## src/rtl/cpu_run_pkg.sv

```systemverilog
// Shared definitions for the CPU run controller: mode encodings and FSM state type.
package cpu_run_pkg;

  localparam logic [1:0] MODE_BOUNDED    = 2'd0;
  localparam logic [1:0] MODE_UNTIL_HALT = 2'd1;
  localparam logic [1:0] MODE_STEP       = 2'd2;

  typedef enum logic [2:0] {
    ST_IDLE  = 3'd0,
    ST_RESET = 3'd1,
    ST_RUN   = 3'd2,
    ST_STEP  = 3'd3,
    ST_DONE  = 3'd4
  } run_state_e;

endpackage

```

## src/rtl/cpu_run_ctrl_if.sv

```systemverilog
// Control/status bundle between the run controller (slave) and whoever sequences it (master).
interface cpu_run_ctrl_if #(
  parameter int CNT_W = 16
);
  logic             start;
  logic [1:0]       mode;
  logic             step;
  logic             cpu_halt;
  logic             cpu_rst_n;
  logic             cpu_clk_en;
  logic             running;
  logic             done;
  logic             timeout;
  logic [CNT_W-1:0] cycle_cnt;

  modport master (
    output start, mode, step, cpu_halt,
    input  cpu_rst_n, cpu_clk_en, running, done, timeout, cycle_cnt
  );

  modport slave (
    input  start, mode, step, cpu_halt,
    output cpu_rst_n, cpu_clk_en, running, done, timeout, cycle_cnt
  );
endinterface

```

## src/rtl/cpu_run_ctrl_run_counter.sv

```systemverilog
// Saturating up-counter with synchronous clear and a look-ahead terminal-count flag.
module run_counter #(
  parameter int W = 16
) (
  input  logic         clk,
  input  logic         rst,
  input  logic         clr_i,
  input  logic         en_i,
  input  logic [W-1:0] term_i,
  output logic [W-1:0] cnt_o,
  output logic         tc_o
);

  localparam logic [W-1:0] CNT_ONE = {{(W-1){1'b0}}, 1'b1};
  localparam logic [W-1:0] CNT_MAX = {W{1'b1}};

  logic [W-1:0] cnt_q;
  logic [W-1:0] cnt_d;

  always_comb begin
    cnt_d = cnt_q;
    if (clr_i) begin
      cnt_d = {W{1'b0}};
    end else if (en_i && (cnt_q != CNT_MAX)) begin
      cnt_d = cnt_q + CNT_ONE;
    end else begin
      cnt_d = cnt_q;
    end
  end

  always_ff @(posedge clk or posedge rst) begin
    if (rst) begin
      cnt_q <= {W{1'b0}};
    end else begin
      cnt_q <= cnt_d;
    end
  end

  // tc_o flags the cycle whose increment lands on term_i, so the FSM can leave on that same edge.
  assign tc_o  = (({1'b0, cnt_q} + {1'b0, CNT_ONE}) == {1'b0, term_i});
  assign cnt_o = cnt_q;

endmodule

```

## src/rtl/cpu_run_ctrl.sv

```systemverilog
// Sequences a CPU through a timed reset and a bounded, halt-terminated or single-stepped run.
module cpu_run_ctrl
  import cpu_run_pkg::*;
#(
  parameter int RST_CYCLES = 4,
  parameter int MAX_CYCLES = 400,
  parameter int CNT_W      = 16
) (
  input  logic           clk,
  input  logic           rst,
  cpu_run_ctrl_if.slave  bus
);

  if ((RST_CYCLES < 1) || (RST_CYCLES >= 2**CNT_W) ||
      (MAX_CYCLES < 1) || (MAX_CYCLES >= 2**CNT_W)) begin : g_param_check
    $fatal(1, "cpu_run_ctrl: RST_CYCLES/MAX_CYCLES out of range for CNT_W");
  end

  localparam logic [CNT_W-1:0] RST_TERM = CNT_W'(RST_CYCLES);
  localparam logic [CNT_W-1:0] MAX_TERM = CNT_W'(MAX_CYCLES);

  run_state_e state_q, state_d;
  logic [1:0] mode_q, mode_d;
  logic       cpu_rst_n_q, cpu_rst_n_d;
  logic       cpu_clk_en_q, cpu_clk_en_d;
  logic       running_q, running_d;
  logic       done_q, done_d;
  logic       timeout_q, timeout_d;

  logic             tmr_clr_s, tmr_en_s, tmr_tc_s;
  logic             cnt_clr_s, cnt_en_s, cnt_tc_s;
  logic [CNT_W-1:0] unused_tmr_cnt_s;
  logic [CNT_W-1:0] cycle_cnt_s;

  run_counter #(.W(CNT_W)) u_rst_timer (
    .clk    (clk),
    .rst    (rst),
    .clr_i  (tmr_clr_s),
    .en_i   (tmr_en_s),
    .term_i (RST_TERM),
    .cnt_o  (unused_tmr_cnt_s),
    .tc_o   (tmr_tc_s)
  );

  run_counter #(.W(CNT_W)) u_cycle_cnt (
    .clk    (clk),
    .rst    (rst),
    .clr_i  (cnt_clr_s),
    .en_i   (cnt_en_s),
    .term_i (MAX_TERM),
    .cnt_o  (cycle_cnt_s),
    .tc_o   (cnt_tc_s)
  );

  // Next-state, counter control and the registered-output values derived from the next state.
  always_comb begin
    state_d   = state_q;
    mode_d    = mode_q;
    done_d    = done_q;
    timeout_d = timeout_q;
    tmr_clr_s = 1'b0;
    tmr_en_s  = 1'b0;
    cnt_clr_s = 1'b0;
    cnt_en_s  = 1'b0;

    case (state_q)
      ST_IDLE, ST_DONE: begin
        if (bus.start) begin
          state_d   = ST_RESET;
          mode_d    = bus.mode;
          tmr_clr_s = 1'b1;
          cnt_clr_s = 1'b1;
          done_d    = 1'b0;
          timeout_d = 1'b0;
        end else begin
          state_d = state_q;
        end
      end
      ST_RESET: begin
        tmr_en_s = 1'b1;
        if (tmr_tc_s) begin
          state_d = (mode_q == MODE_STEP) ? ST_STEP : ST_RUN;
        end else begin
          state_d = ST_RESET;
        end
      end
      ST_RUN: begin
        cnt_en_s = 1'b1;
        // Halt takes priority over the budget so a halt on the last cycle is not a timeout.
        if ((mode_q == MODE_UNTIL_HALT) && bus.cpu_halt) begin
          state_d   = ST_DONE;
          done_d    = 1'b1;
          timeout_d = 1'b0;
        end else if (cnt_tc_s) begin
          state_d   = ST_DONE;
          done_d    = 1'b1;
          timeout_d = (mode_q == MODE_UNTIL_HALT);
        end else begin
          state_d = ST_RUN;
        end
      end
      ST_STEP: begin
        cnt_en_s = cpu_clk_en_q;
        if (bus.cpu_halt) begin
          state_d   = ST_DONE;
          done_d    = 1'b1;
          timeout_d = 1'b0;
        end else if (cpu_clk_en_q && cnt_tc_s) begin
          state_d   = ST_DONE;
          done_d    = 1'b1;
          timeout_d = 1'b1;
        end else begin
          state_d = ST_STEP;
        end
      end
      default: begin
        state_d = ST_IDLE;
      end
    endcase

    cpu_rst_n_d  = 1'b0;
    cpu_clk_en_d = 1'b0;
    running_d    = 1'b0;
    case (state_d)
      ST_RESET: begin
        cpu_clk_en_d = 1'b1;
      end
      ST_RUN: begin
        cpu_rst_n_d  = 1'b1;
        cpu_clk_en_d = 1'b1;
        running_d    = 1'b1;
      end
      ST_STEP: begin
        cpu_rst_n_d  = 1'b1;
        running_d    = 1'b1;
        cpu_clk_en_d = (state_q == ST_STEP) && bus.step;
      end
      ST_DONE: begin
        cpu_rst_n_d = 1'b1;
      end
      default: begin
        cpu_rst_n_d  = 1'b0;
        cpu_clk_en_d = 1'b0;
        running_d    = 1'b0;
      end
    endcase
  end

  // State and output registers.
  always_ff @(posedge clk or posedge rst) begin
    if (rst) begin
      state_q      <= ST_IDLE;
      mode_q       <= MODE_BOUNDED;
      cpu_rst_n_q  <= 1'b0;
      cpu_clk_en_q <= 1'b0;
      running_q    <= 1'b0;
      done_q       <= 1'b0;
      timeout_q    <= 1'b0;
    end else begin
      state_q      <= state_d;
      mode_q       <= mode_d;
      cpu_rst_n_q  <= cpu_rst_n_d;
      cpu_clk_en_q <= cpu_clk_en_d;
      running_q    <= running_d;
      done_q       <= done_d;
      timeout_q    <= timeout_d;
    end
  end

  assign bus.cpu_rst_n  = cpu_rst_n_q;
  assign bus.cpu_clk_en = cpu_clk_en_q;
  assign bus.running    = running_q;
  assign bus.done       = done_q;
  assign bus.timeout    = timeout_q;
  assign bus.cycle_cnt  = cycle_cnt_s;

endmodule

```

## src/flat_wrapper.sv

```systemverilog
// flat-port wrapper written by rule: the top's interface ports become plain ports
module cpu_run_ctrl_flat import cpu_run_pkg::*;
#(
  parameter int RST_CYCLES = 4,
  parameter int MAX_CYCLES = 400,
  parameter int CNT_W      = 16
)
  (clk, rst, bus_start, bus_mode, bus_step, bus_cpu_halt, bus_cpu_rst_n, bus_cpu_clk_en, bus_running, bus_done, bus_timeout, bus_cycle_cnt);
  cpu_run_ctrl_if #(.CNT_W(CNT_W)) bus_i ();
  input  logic clk;
  input  logic rst;
  input wire logic [$bits(bus_i.start)-1:0] bus_start;
  input wire logic [$bits(bus_i.mode)-1:0] bus_mode;
  input wire logic [$bits(bus_i.step)-1:0] bus_step;
  input wire logic [$bits(bus_i.cpu_halt)-1:0] bus_cpu_halt;
  output wire logic [$bits(bus_i.cpu_rst_n)-1:0] bus_cpu_rst_n;
  output wire logic [$bits(bus_i.cpu_clk_en)-1:0] bus_cpu_clk_en;
  output wire logic [$bits(bus_i.running)-1:0] bus_running;
  output wire logic [$bits(bus_i.done)-1:0] bus_done;
  output wire logic [$bits(bus_i.timeout)-1:0] bus_timeout;
  output wire logic [$bits(bus_i.cycle_cnt)-1:0] bus_cycle_cnt;
  assign bus_i.start = bus_start;
  assign bus_i.mode = bus_mode;
  assign bus_i.step = bus_step;
  assign bus_i.cpu_halt = bus_cpu_halt;
  assign bus_cpu_rst_n = bus_i.cpu_rst_n;
  assign bus_cpu_clk_en = bus_i.cpu_clk_en;
  assign bus_running = bus_i.running;
  assign bus_done = bus_i.done;
  assign bus_timeout = bus_i.timeout;
  assign bus_cycle_cnt = bus_i.cycle_cnt;
  cpu_run_ctrl #(.RST_CYCLES(RST_CYCLES), .MAX_CYCLES(MAX_CYCLES), .CNT_W(CNT_W)) u_core (.clk(clk), .rst(rst), .bus(bus_i));
endmodule
```

## config.mk

```make
export PLATFORM = sky130hd
export DESIGN_NAME = cpu_run_ctrl_flat
export DESIGN_NICKNAME = d
export VERILOG_FILES = /design/src/rtl/cpu_run_pkg.sv /design/src/rtl/cpu_run_ctrl_if.sv /design/src/rtl/cpu_run_ctrl_run_counter.sv /design/src/rtl/cpu_run_ctrl.sv /design/src/flat_wrapper.sv
export SDC_FILE = /design/constraint.sdc
export NUM_CORES = 1
export LEC_CHECK = 0
export ABC_AREA = 1
export BUFFER_PORTS_ARGS = -buffer_cell sky130_fd_sc_hd__buf_2
export CORE_UTILIZATION = 35
export DETAILED_ROUTE_END_ITERATION = 16
export HOLD_SLACK_MARGIN = 0.1
export PLACE_DENSITY = 0.51
export SETUP_SLACK_MARGIN = 0.15
export SLEW_MARGIN = 20
export SYNTH_ARGS = -nofsm -noshare
export SYNTH_HDL_FRONTEND = slang
export SYNTH_HIERARCHICAL = 1
export SYNTH_SLANG_ARGS = --single-unit
```

## constraint.sdc

```tcl
create_clock -name clk -period 3 [get_ports clk]
set_clock_uncertainty 0.2 [all_clocks]
set_input_delay 0.15 -clock clk [delete_from_list [all_inputs] [get_ports clk]]
set_output_delay 0.15 -clock clk [all_outputs]
set_load 0.03 [all_outputs]
```

**Word-level counts from Yosys, hierarchy flattened**

Cells that the tools add are included.
W data, S select, Z words.

- Register bits after elaboration: 42
- Output and inout bits: 21

- $add $sub $neg: 4
- Equality and inequality tests: 17
- Multiplexer cells: 29
- Reductions and logical operators: 15

Operators with widths:

| operator | number |
|---|---|
| $mux W16 | 4 |
| $add A16 B1 Y17 const B | 2 |
| $add A16 B1 Y16 const B | 2 |
| $ne A16 B16 Y1 const B | 2 |
| $mux W3 | 6 |
| $eq A17 B3 Y1 const B | 1 |
| $eq A17 B9 Y1 const B | 1 |
| $mux W1 | 14 |
| $eq A3 B2 Y1 const B | 4 |
| $pmux W3 S4 | 1 |
| $eq A3 B1 Y1 const B | 2 |
| $eq A3 B3 Y1 const B | 2 |
| $pmux W1 S3 | 2 |
| $reduce_or A2 Y1 | 3 |
| $logic_and A1 B1 Y1 | 5 |
| $pmux W1 S2 | 2 |
| $reduce_and A4 Y1 | 1 |
| $reduce_bool A2 Y1 | 2 |
| $logic_not A3 Y1 | 1 |
| $ne A3 B1 Y1 const B | 1 |
| $ne A3 B2 Y1 const B | 1 |
| $reduce_bool A3 Y1 | 1 |
| $reduce_or A3 Y1 | 1 |
| $eq A2 B1 Y1 const B | 1 |
| 3 further kinds | 3 |

**Depth between registers and ports, before layout**

Gate-level depths: netlist of the first run.

- Depth in word-level cells: 9
- Depth in mapped cells: 18
- Mapped depth without buffers: 18

**By module**

The synthesis of the first run kept the hierarchy.

Modules (own cells, without submodules):

| module | instances | cells an instance | area each (um^2) |
|---|---|---|---|
| run_counter | 2 | 213 | 1420.1 |
| cpu_run_ctrl | 1 | 69 | 520.5 |

**Worst setup path after synthesis of the first run**

OpenSTA, ideal clock, no wires.

- Path type: reg-to-reg
- Start: register u_core.u_cycle_cnt.cnt_q[1] (netlist: u_core/u_cycle_cnt/cnt_o[1])
- End: register u_core.timeout_q (netlist: u_core/bus.timeout)
- Library setup time: 119 ps
- Data arrival time: 2176 ps
- Path slack: 506 ps
- Stages on the path, launching flop included: 18
- Buffers on the path: 0
- Period minus slack after synthesis: 2494 ps
- Cells stage by stage: dfrtp_1 > ha_1 > nand2_2 > nor2_4 > nand2_1 > nor2_1 > nor2_1 > nand2_1 > nand2_1 > nor2_1 > nand3_1 > nor2_1 > a21oi_1 > nand2b_1 > nand2_1 > inv_1 > nand3_1 > nand2_1

- Longest elaborated chain between the ends: 5
- Elaborated cells on any way between the ends: 6
- Those cells by class: add/sub (1); eq/ne (3); reduce/logical (2)

Ends and longest elaborated chain:

| what | RTL line | RTL |
|---|---|---|
| start, declared | cpu_run_ctrl_run_counter.sv:17 | `logic [W-1:0] cnt_q;` |
| start signal, assigned | cpu_run_ctrl_run_counter.sv:33 | `cnt_q <= {W{1'b0}};` |
| start signal, assigned | cpu_run_ctrl_run_counter.sv:35 | `cnt_q <= cnt_d;` |
| $add A16 B1 Y17 (*) | cpu_run_ctrl_run_counter.sv:40 | `assign tc_o = (({1'b0, cnt_q} + {1'b0, CNT_ONE}) == {1'b0, term_i});` |
| $eq A17 B9 Y1 (*) | cpu_run_ctrl_run_counter.sv:40 |  |
| net u_core.cnt_tc_s | cpu_run_ctrl.sv:31 | `logic cnt_clr_s, cnt_en_s, cnt_tc_s;` |
| $logic_and A1 B1 Y1 | cpu_run_ctrl.sv:108 | `end else if (cpu_clk_en_q && cnt_tc_s) begin` |
| $ne A3 B2 Y1 (no source line) | n/a |  |
| $reduce_and A4 Y1 (no source line) (*) | n/a |  |
| end signal, assigned | cpu_run_ctrl.sv:166 | `timeout_q <= timeout_d;` |
| end, declared | cpu_run_ctrl.sv:28 | `logic timeout_q, timeout_d;` |

Mark *: on every way through the listed nets, which the timed path passes. The rest lies on a longest branch.
A chain may end at the register's enable or synchronous reset.

**Worst setup path after layout of the first run**

- Start: register u_core.u_cycle_cnt.cnt_q[1] (netlist: u_core/u_cycle_cnt/cnt_o[1])
- End: register u_core.cpu_clk_en_q (netlist: u_core/bus.cpu_clk_en)

- Longest elaborated chain between the ends: 9
- Elaborated cells on any way between the ends: 13
- Those cells by class: add/sub (1); eq/ne (4); mux (6); reduce/logical (2)

Ends and longest elaborated chain:

| what | RTL line | RTL |
|---|---|---|
| $add A16 B1 Y17 (*) | cpu_run_ctrl_run_counter.sv:40 |  |
| $eq A17 B9 Y1 (*) | cpu_run_ctrl_run_counter.sv:40 |  |
| net u_core.cnt_tc_s | cpu_run_ctrl.sv:31 |  |
| $logic_and A1 B1 Y1 (*) | cpu_run_ctrl.sv:108 |  |
| $mux W3 (*) | cpu_run_ctrl.sv:108 |  |
| $mux W3 (*) | cpu_run_ctrl.sv:104 | `if (bus.cpu_halt) begin` |
| $pmux W3 S4 (*) | cpu_run_ctrl.sv:66 | `case (state_q)` |
| net u_core.state_d[0] | cpu_run_ctrl.sv:22 | `run_state_e state_q, state_d;` |
| $eq A3 B1 Y1 / $eq A3 B2 Y1 (equally long branches) | cpu_run_ctrl.sv:124 | `case (state_d)` |
| $reduce_or A2 Y1 (no source line) | n/a |  |
| $pmux W1 S2 (*) | cpu_run_ctrl.sv:124 |  |
| net u_core.cpu_clk_en_d | cpu_run_ctrl.sv:25 | `logic cpu_clk_en_q, cpu_clk_en_d;` |
| end signal, assigned | cpu_run_ctrl.sv:163 | `cpu_clk_en_q <= cpu_clk_en_d;` |
| end, declared | cpu_run_ctrl.sv:25 |  |

Marked as above.

==> metrics, run 1 <==
CP Capture Type=flip-flop; R2R Setup Slk=0.39 ns; main combinational cell family by area after synthesis=simple AND/OR/NAND/NOR gates; Post-Synth Adder-Cell Area=0.745%; Port Buf Inserts=27; number of synthesized flops with an enable pin=0; global route overflow=0; Cell Chain, Critical Path=ha_2 > nand2_2 > nor2_4 > nand3_2 > nor2_2 > nand2_2 > nand3_1 > nor2_1 > nand3_1 > nor2_2 > a21oi_2 > nand2_2 > nand3_4 > nand2_2 > nor2_1 > nor2_1; initial antenna violation count=0; Yosys top cell by area=dfrtp_1; Worst Path Required=3.00 ns; Nets=602; Post-Syn Area=3360 sq um; first-pass GRT wire length=14600 um; P per Cell Area=408 nW/um^2; layout cells sized above 1=16.0%; Max stage delay on crit path=0.42 ns; largest delay contributor family on the critical path=simple AND/OR/NAND/NOR gates; clock latency on the worst-skew pair=0.31 ns; worst slew pin tran=0.720 ns; wirelength, routed=8560 um; n_diodes=0; Mean Syn Cell Area=6.79 sq um; Seq pwr share=41.7%; Clock Power Share=28.9%; Worst Path Buf+Inv=0; CP max stage cell=dfrtp_1; routed len/inst=11.8 um; final hold violations=0; CTS Buf Count=5; Net Sw Frac=36.6%; vias per cell=4.53; Hold WC Path Type=input port to async pin; Synth area leaders=dfrtp_1 (31%), nand2_1 (17%), nand3_1 (8.9%); Max Fclk=383 MHz; part of the cycle the worst path needs=87.1%; Chip Height=100 um; Routed Antenna Nets=0; Synth Area in Simple Gates=46.1%; Synth Area in Compound Gates=12.5%; net switching power figure=0.603 mW; Layout area overhead=20.0%; CP max FO=8; register area share after synthesis=31.3%; peak supply drop=0.306 mV; hpwl dp=6440 um; CTS tree=done; Max-Cap Viols=0; vias after detailed routing=3274; Starting Density=36.2%; R2R Path Start=u_core/u_cycle_cnt/cnt_o[1]; status=finished, final reports clean; Die ar.=10000 sq um; CP dominant cell by count=nand2_2; All-Layer GR Usage=18.6%; vias in the first global route=3060; leak pwr=1.92 nW; clock slew at reported path FFs=0.09 ns; count leader, synth=nand2_1; CP Class=flip-flop to flip-flop; Synthesis Warnings=6; fin. max-slew vios=0; Post-synth top cells=nand2_1 (156), inv_1 (68), nand3_1 (60); top_reg_cell synth=dfrtp_1; Rows=35; Yosys reg bits=42; Post-Synthesis Cells=495; R2R depth=16; drt drc=0; Finished Cell Area=4030 sq um; startpoint types=flip-flop; First-pass DRT Iterations=4; minimum clock period=2.61 ns; clock tree root buffer cell=clkbuf_8; xor and xnor area share after synthesis=0%; total chip power=1.65 mW; core footprint=9280 sq um; Placed Area=3840 sq um; width of the die=100 um; CTS Sinks=42; pin count of the biggest net entering global routing=17; post-synthesis mux area share=0%; RR Endpoint=u_core/bus.cpu_clk_en; H-tree depth=2; maximum root-to-sink buffer count=2; FFs w/ async S/R, synth=100%; final setup fails=0; WP data arrival=2.61 ns; Hold WS=0.175 ns; power share of the combinational group=29.5%; Starting DRT DRC Count=125; gpl congestion=0.782; RSZ-0062 raised after global routing=no; Yosys top cell area share=31.3%; Max-Slew Margin vs Limit=52.0%; final setup TNS=0 ns; internal power=1.04 mW; distinct cell type count after synthesis=24; IO Pins=28
sequential cells by signal (all words and copies together) (netlist names):
signal	cells
u_core/bus.cpu_clk_en	1
u_core/bus.cpu_rst_n	1
u_core/bus.done	1
u_core/bus.running	1
u_core/bus.timeout	1
u_core/mode_q	2
u_core/state_q	3
u_core/u_cycle_cnt/cnt_o	16
u_core/u_rst_timer/cnt_o	16
how the worst max path moves through the flow:
stage / from / to / slack (ns) / cells after the start
floorplan: u_core/u_cycle_cnt/cnt_o[1] / u_core/bus.timeout / 0.51 / 17
global placement: u_core/u_cycle_cnt/cnt_o[0] / u_core/bus.cpu_clk_en / 0.40 / 16
detailed placement: u_core/u_cycle_cnt/cnt_o[0] / u_core/bus.cpu_clk_en / 0.36 / 16
CTS: u_core/u_cycle_cnt/cnt_o[1] / u_core/bus.cpu_clk_en / 0.34 / 16
global route: u_core/u_cycle_cnt/cnt_o[0] / u_core/bus.timeout / 0.17 / 15
finish: u_core/u_cycle_cnt/cnt_o[1] / u_core/bus.cpu_clk_en / 0.39 / 16
layout by cell type (no fill, tap or decap), drive strengths merged:
cell type and instances:
nand2 168, inv 71, nand3 67, conb 62
nor2 61, dfrtp 42, buf 29, o22ai 28
nand4 16, nand3b 12, o21ai 12, dlygate4sd3 6
a21oi 6, clkbuf 5, o21bai 4, ha 2
bufinv 1, clkinv 1, nand2b 1
stage by stage:
stage	utilization (%)	worst slack, ns	cells
after floorplan	-	0.506	555
after global placement	41.4	0.403	708
after detailed placement	41.4	0.362	708
after CTS	43.3	0.343	722
after global routing	43.5	0.165	723
final	43.5	0.388	723
tightest hold or removal path: cells and delay by family:
family,cells,cell delay [ns]
buf+inv,3,0.94
cell type report:
cell class | count | area [sq um]
Tap cell | 129 | 161
Clock buffer | 5 | 68.8
Inverter | 70 | 263
Timing Repair Buffer | 35 | 210
Clock inverter | 3 | 43.8
Sequential cell | 42 | 1050
Multi-Input combinational cell | 439 | 2240
Fill cell | 988 | 5250
power by group through the flow:
stage / registers, mW / logic [mW] / clock network [mW]
floorplan: 0.700 / 0.377 / 0
global placement: 0.695 / 0.475 / 0
detailed placement: 0.698 / 0.475 / 0
CTS: 0.686 / 0.483 / 0.502
global route: 0.697 / 0.555 / 0.518
finish: 0.686 / 0.485 / 0.475
layer usage:
layer / up-vias / global-route usage (%) / part of all wire (%)
li1: 1746 / - / -
met2: 42 / 30.8 / 44
met1: 1477 / 25.9 / 52
met3: 9 / 2.58 / 2.7
met5: - / 0 / 0
met4: 0 / 4.01 / 1.1
logic make-up (layout without fill, tap and decap cells):
family | Yosys count | in the layout
AOI/OAI and AO/OA | 50 | 50
buffers and inverters | 74 | 113
and+or+nand+nor | 325 | 325
other | 2 | 62
DFF | 42 | 42
adders and majority gates | 2 | 2
timing repair:
item	4_1_cts	5_1_grt
hold buffers	6	0
setup endpoints to repair	0	5
gates resized for setup	0	3
setup buffers	0	1
hold endpoints to repair	52	0
No activity file was read; power rests on OpenSTA's default activity.
==> inputs of run 2 (changes only) <==
Settings changed: BUFFER_PORTS_ARGS -buffer_cell sky130_fd_sc_hd__buf_2 to not set, DONT_BUFFER_PORTS set to 1, PLACE_DENSITY 0.51 to 0.49.
==> run 2 against run 1 <==
Net effect:
- combinational power rose by 7.8%
- first-iteration DRC count down 11%
- sequential power about the same
- die area stayed put
- via count increased by 0.92%
==> metrics, run 2 (synthesis gave the netlist of run 1 again) <==
final setup fails=0 (unchanged); first-pass GRT wire length=14800 um (was 14600 um); n_diodes=0 (unchanged); R2R Setup Slk=0.37 ns (was 0.39 ns); core footprint=9280 sq um (unchanged); WP data arrival=2.62 ns (was 2.61 ns); Max Fclk=381 MHz (was 383 MHz); CP Capture Type=flip-flop (unchanged); part of the cycle the worst path needs=87.6% (was 87.1%); Routed Antenna Nets=0 (unchanged); leak pwr=1.87 nW (was 1.92 nW); CTS Sinks=42 (unchanged); Max-Cap Viols=0 (unchanged); pin count of the biggest net entering global routing=17 (unchanged); All-Layer GR Usage=18.7% (was 18.6%); gpl congestion=0.797 (was 0.782); Rows=35 (unchanged); vias in the first global route=3181 (was 3060); Max-Slew Margin vs Limit=51.6% (was 52.0%); initial antenna violation count=0 (unchanged); First-pass DRT Iterations=4 (unchanged); CTS Buf Count=5 (unchanged); worst slew pin tran=0.725 ns (was 0.720 ns); H-tree depth=2 (unchanged); P per Cell Area=401 nW/um^2 (was 408 nW/um^2); CP max FO=8 (unchanged); Port Buf Inserts=0 (was 27); startpoint types=flip-flop (unchanged); Critical Path End=u_core/bus.cpu_rst_n (was u_core/bus.cpu_clk_en); final hold violations=0 (unchanged); Nets=594 (was 602); clock tree root buffer cell=clkbuf_8 (unchanged); RR Endpoint=u_core/bus.cpu_rst_n (was u_core/bus.cpu_clk_en); clock slew at reported path FFs=0.10 ns (was 0.09 ns); clock latency on the worst-skew pair=0.30 ns (was 0.31 ns); status=finished, final reports clean (unchanged); drt drc=0 (unchanged); Worst Path Required=2.99 ns (was 3.00 ns); fill count=1018 (was 988); hpwl dp=6460 um (was 6440 um); width of the die=100 um (unchanged); vias per cell=4.62 (was 4.53); minimum clock period=2.63 ns (was 2.61 ns); routed len/inst=12.2 um (was 11.8 um); CP Launch Point=u_core/u_cycle_cnt/cnt_o[0] (was u_core/u_cycle_cnt/cnt_o[1]); Starting DRT DRC Count=111 (was 125); maximum root-to-sink buffer count=2 (unchanged); peak supply drop=0.341 mV (was 0.306 mV); final core occ=43.3% (was 43.5%); global route overflow=0 (unchanged); CTS tree=done (unchanged); most frequent cells in the layout=nand2_1 (156), inv_1 (68), conb_1 (62) (unchanged); Starting Density=36.2% (unchanged); Layout area overhead=19.7% (was 20.0%); final setup TNS=0 ns (unchanged); fin. max-slew vios=0 (unchanged); layout cells sized above 1=14.7% (was 16.0%); R2R depth=16 (unchanged); commonest non-fill, non-tap cell in the layout=nand2_1 (unchanged); wirelength, routed=8730 um (was 8560 um); RSZ-0062 raised after global routing=no (unchanged); R2R Path Start=u_core/u_cycle_cnt/cnt_o[0] (was u_core/u_cycle_cnt/cnt_o[1]); IO Pins=28 (unchanged); Die ar.=10000 sq um (unchanged); CP Class=flip-flop to flip-flop (unchanged); Hold WC Path Type=input port to async pin (unchanged); Chip Height=100 um (unchanged); vias after detailed routing=3304 (was 3274)
## run 2: cell types whose count changed in the layout (fill, tap and decap cells not counted), sizes merged
cell / previous run / this run
bufinv: 1 / 0
buf: 29 / 19
inv: 71 / 73
dlygate4sd3: 6 / 8
clkinv: 1 / 0
## run 2: per-layer routing
| layer | routed length (um) | vias to the layer above | track usage [%] |
|---|---|---|---|
| li1 | - | 1733 | - |
| met1 | 4430 | 1513 | 25.8 |
| met2 | 3970 | 54 | 30.7 |
| met3 | 277 | 4 | 3.13 |
| met4 | 51 | 0 | 4.12 |
| met5 | 0 | - | 0 |
## run 2: worst max-delay path, cell delays in order, from the launching register on
cell     delay, ns
dfrtp_1       0.40
ha_1          0.25
nand2_2       0.12
nor2_4        0.08
buf_4         0.14
nand3_1       0.06
nand3_1       0.08
nand2_1       0.11
nand3_1       0.08
nor2_1        0.14
nand3_1       0.09
nor2_1        0.20
a21oi_1       0.13
nand2_2       0.15
nand2_1       0.07
nor2_1        0.12
nand3_1       0.09
## run 2: stage by stage
| stage | worst slack, ns | hold slack [ns] | std cells | total power [mW] | instance area [sq um] |
|---|---|---|---|---|---|
| after floorplan | 0.506 | -0.210 | 555 | 1.08 | 3590 |
| after global placement | 0.316 | -0.159 | 692 | 1.17 | 3790 |
| after detailed placement | 0.330 | -0.152 | 692 | 1.17 | 3790 |
| after CTS | 0.307 | 0.115 | 708 | 1.61 | 3970 |
| after global routing | 0.145 | 0.149 | 715 | 1.75 | 4020 |
| final | 0.372 | 0.112 | 715 | 1.61 | 4020 |
## run 2: repair_timing
action                                  in CTS  in global routing
setup buffers                                0                  7
hold buffers                                 8                  0
endpoints found under the setup margin       0                  3
hold endpoints to repair                    52                  0
resized for setup                            0                  5
## run 2: final cells by class
class / count / area, sq um / share of cell area (%)
Clock buffer: 5 / 68.8 / 1.71
Clock inverter: 3 / 26.3 / 0.653
Inverter: 70 / 263 / 6.53
Multi-Input combinational cell: 439 / 2230 / 55.4
Sequential cell: 42 / 1060 / 26.3
Tap cell: 129 / 161 / 4.01
Timing Repair Buffer: 27 / 220 / 5.47
## run 2: how the worst min path moves through the flow
stage,startpoint,endpoint,cells after the start
final,rst,u_core/bus.running,2
after global routing,rst,u_core/bus.running,2
after CTS,rst,u_core/bus.running,2
after detailed placement,rst,u_core/bus.running,1
after global placement,rst,u_core/bus.running,1
after floorplan,rst,u_core/bus.cpu_clk_en,1
## run 2: report_power, final
part	total [mW]	internal, mW	switching (mW)
Clock	0.406	0.173	0.233
Combinational	0.523	0.199	0.324
Sequential	0.685	0.624	0.0616
Total	1.61	0.996	0.618
==> inputs of run 3 (changes only) <==
Clock period 3 ns to 2.5 ns, I/O delays scaled along.
==> run 3 against run 2 <==
Net effect:
- sequential share of layout area fell by 2.8 points
- setup slack got worse by 0.32 ns
- hold slack improved by 0.12 ns
- wire length grew 6.8%
- total power grew 28%
- critical path type unchanged
==> metrics, run 3 (synthesis gave the netlist of run 1 again) <==
status=finished, final reports clean (unchanged); Layout area overhead=33.5% (was 19.7%); peak supply drop=0.371 mV (was 0.341 mV); Starting DRT DRC Count=160 (was 111); pre-CTS setup slack=-0.00466 ns (was 0.330 ns); Finished Cell Area=4490 sq um (was 4020 sq um); final hold violations=0 (unchanged); Max-Slew Margin vs Limit=50.7% (was 51.6%); pin count of the biggest net entering global routing=17 (unchanged); WP data arrival=2.42 ns (was 2.62 ns); Worst Path Buf+Inv=2 (was 1); Port Buf Inserts=0 (unchanged); First-pass DRT Iterations=4 (unchanged); Clock Power Share=23.4% (was 25.1%); Seq pwr share=40.7% (was 42.5%); core footprint=9280 sq um (unchanged); clock tree root buffer cell=clkbuf_8 (unchanged); internal power=1.28 mW (was 0.996 mW); Max stage delay on crit path=0.43 ns (was 0.40 ns); wirelength, routed=9320 um (was 8730 um); H-tree depth=2 (unchanged); CTS Sinks=42 (unchanged); global route overflow=0 (unchanged); Rows=35 (unchanged); Die ar.=10000 sq um (unchanged); R2R Setup Slk=0.06 ns (was 0.37 ns); R2R depth=14 (was 16); startpoint types=flip-flop (unchanged); n_diodes=0 (unchanged); initial antenna violation count=0 (unchanged); clock slew at reported path FFs=0.09 ns (was 0.10 ns); part of the cycle the worst path needs=97.7% (was 87.6%); maximum root-to-sink buffer count=2 (unchanged); P per Cell Area=459 nW/um^2 (was 401 nW/um^2); Max Fclk=409 MHz (was 381 MHz); Worst Path Required=2.48 ns (was 2.99 ns); Routed Antenna Nets=0 (unchanged); vias after detailed routing=3444 (was 3304); vias per cell=4.56 (was 4.62); CP max stage cell=dfrtp_2 (was dfrtp_1); final setup fails=0 (unchanged); width of the die=100 um (unchanged); RSZ-0062 raised after global routing=yes (was no); fin. max-slew vios=0 (unchanged); CTS Buf Count=5 (unchanged); CTS tree=done (unchanged); power share of the combinational group=35.9% (was 32.4%); largest delay contributor family on the critical path=simple AND/OR/NAND/NOR gates (unchanged); drt drc=0 (unchanged); most frequent cells in the layout=nand2_1 (145), inv_1 (65), conb_1 (62) (was nand2_1 (156), inv_1 (68), conb_1 (62)); minimum clock period=2.44 ns (was 2.63 ns); routed len/inst=12.3 um (was 12.2 um); hpwl dp=6630 um (was 6460 um); net switching power figure=0.778 mW (was 0.618 mW); layout cells sized above 1=24.9% (was 14.7%); CP dominant cell by count=nand3_1 (unchanged); CP Class=flip-flop to flip-flop (unchanged); Placed Area=4030 sq um (was 3790 sq um); commonest non-fill, non-tap cell in the layout=nand2_1 (unchanged); Max-Cap Viols=0 (unchanged); RR Endpoint=u_core/bus.running (was u_core/bus.cpu_rst_n); Setup WS post-layout=0.0564 ns (was 0.372 ns); Starting Density=36.2% (unchanged); final core occ=48.3% (was 43.3%); final setup TNS=0 ns (unchanged); CP max FO=5 (was 8); first-pass GRT wire length=15600 um (was 14800 um); Chip Height=100 um (unchanged); CP Capture Type=flip-flop (unchanged); vias in the first global route=3244 (was 3181); All-Layer GR Usage=19.8% (was 18.7%); gpl congestion=0.850 (was 0.797); IO Pins=28 (unchanged); Hold WC Path Type=input port to async pin (unchanged); leak pwr=2.09 nW (was 1.87 nW); Net Sw Frac=37.8% (was 38.3%); worst slew pin tran=0.738 ns (was 0.725 ns); clock latency on the worst-skew pair=0.30 ns (about the same); Cell Chain, Critical Path=ha_4 > nand2_4 > nor2_4 > nand4_1 > nand3_1 > nand3_1 > nor2_1 > nand3_1 > nor2_2 > a21oi_2 > nand2_2 > buf_4 > buf_6 > nand3_1 (was ha_1 > nand2_2 > nor2_4 > buf_4 > nand3_1 > nand3_1 > nand2_1 > nand3_1 > nor2_1 > nand3_1 > nor2_1 > a21oi_1 > nand2_2 > nand2_1 > nor2_1 > nand3_1); R2R Path Start=u_core/u_cycle_cnt/cnt_o[0] (unchanged); Nets=634 (was 594)
## run 3: stage by stage
stage	power [mW]	hold slack [ns]	cells
5_1_grt	2.24	0.294	755
3_5_place_dp	1.47	-0.189	720
4_1_cts	2.06	0.245	745
3_3_place_gp	1.46	-0.189	720
6_report	2.06	0.233	755
2_1_floorplan	1.30	-0.235	555
## run 3: worst max path at each step
stage,startpoint,endpoint,slack [ns],cells after the start
floorplan,u_core/u_cycle_cnt/cnt_o[1],u_core/bus.timeout,0.15,17
global placement,u_core/u_cycle_cnt/cnt_o[1],u_core/bus.cpu_rst_n,0.04,16
detailed placement,u_core/u_cycle_cnt/cnt_o[1],u_core/bus.cpu_rst_n,-0.005,16
CTS,u_core/u_cycle_cnt/cnt_o[0],u_core/bus.timeout,0.12,17
global route,u_core/u_cycle_cnt/cnt_o[0],u_core/bus.timeout,-0.09,15
finish,u_core/u_cycle_cnt/cnt_o[0],u_core/bus.running,0.06,14
## run 3: worst register-to-register path, stage by stage, from the launching register on
cell,delay (ns)
dfrtp_2,0.43
ha_4,0.17
nand2_4,0.08
nor2_4,0.19
nand4_1,0.15
nand3_1,0.13
nand3_1,0.07
nor2_1,0.12
nand3_1,0.12
nor2_2,0.17
a21oi_2,0.09
nand2_2,0.14
buf_4,0.14
buf_6,0.08
nand3_1,0.06
## run 3: power by group through the flow
stage	Sequential, mW	Combinational (mW)	Clock, mW
finish	0.839	0.740	0.482
global route	0.850	0.846	0.542
CTS	0.839	0.710	0.507
detailed placement	0.838	0.635	0
global placement	0.836	0.629	0
floorplan	0.845	0.455	0
## run 3: cell type report
class                      count  area (sq um)
clock buffer                   6          82.6
clock inverter                 2          12.5
fill                         966          4800
inverter                      70           263
multi-input combinational    441          2380
sequential                    42          1050
tap                          129           161
timing repair buffer          65           534
## run 3: layer usage
metal / global-route usage (%) / vias to the layer above / share of wire, %
met3: 2.99 / 2 / 3.7
li1: - / 1818 / -
met1: 28.8 / 1572 / 51
met2: 31.1 / 52 / 45
met5: 0 / - / 0
met4: 4.35 / 0 / 0.39
## run 3: what timing repair did
action	CTS	global route
gates resized for setup	13	32
hold buffers	9	0
setup endpoints to repair	6	8
pin swaps	10	26
buffers inserted	6	10
endpoints found under the hold margin	52	0
cloned	2	0
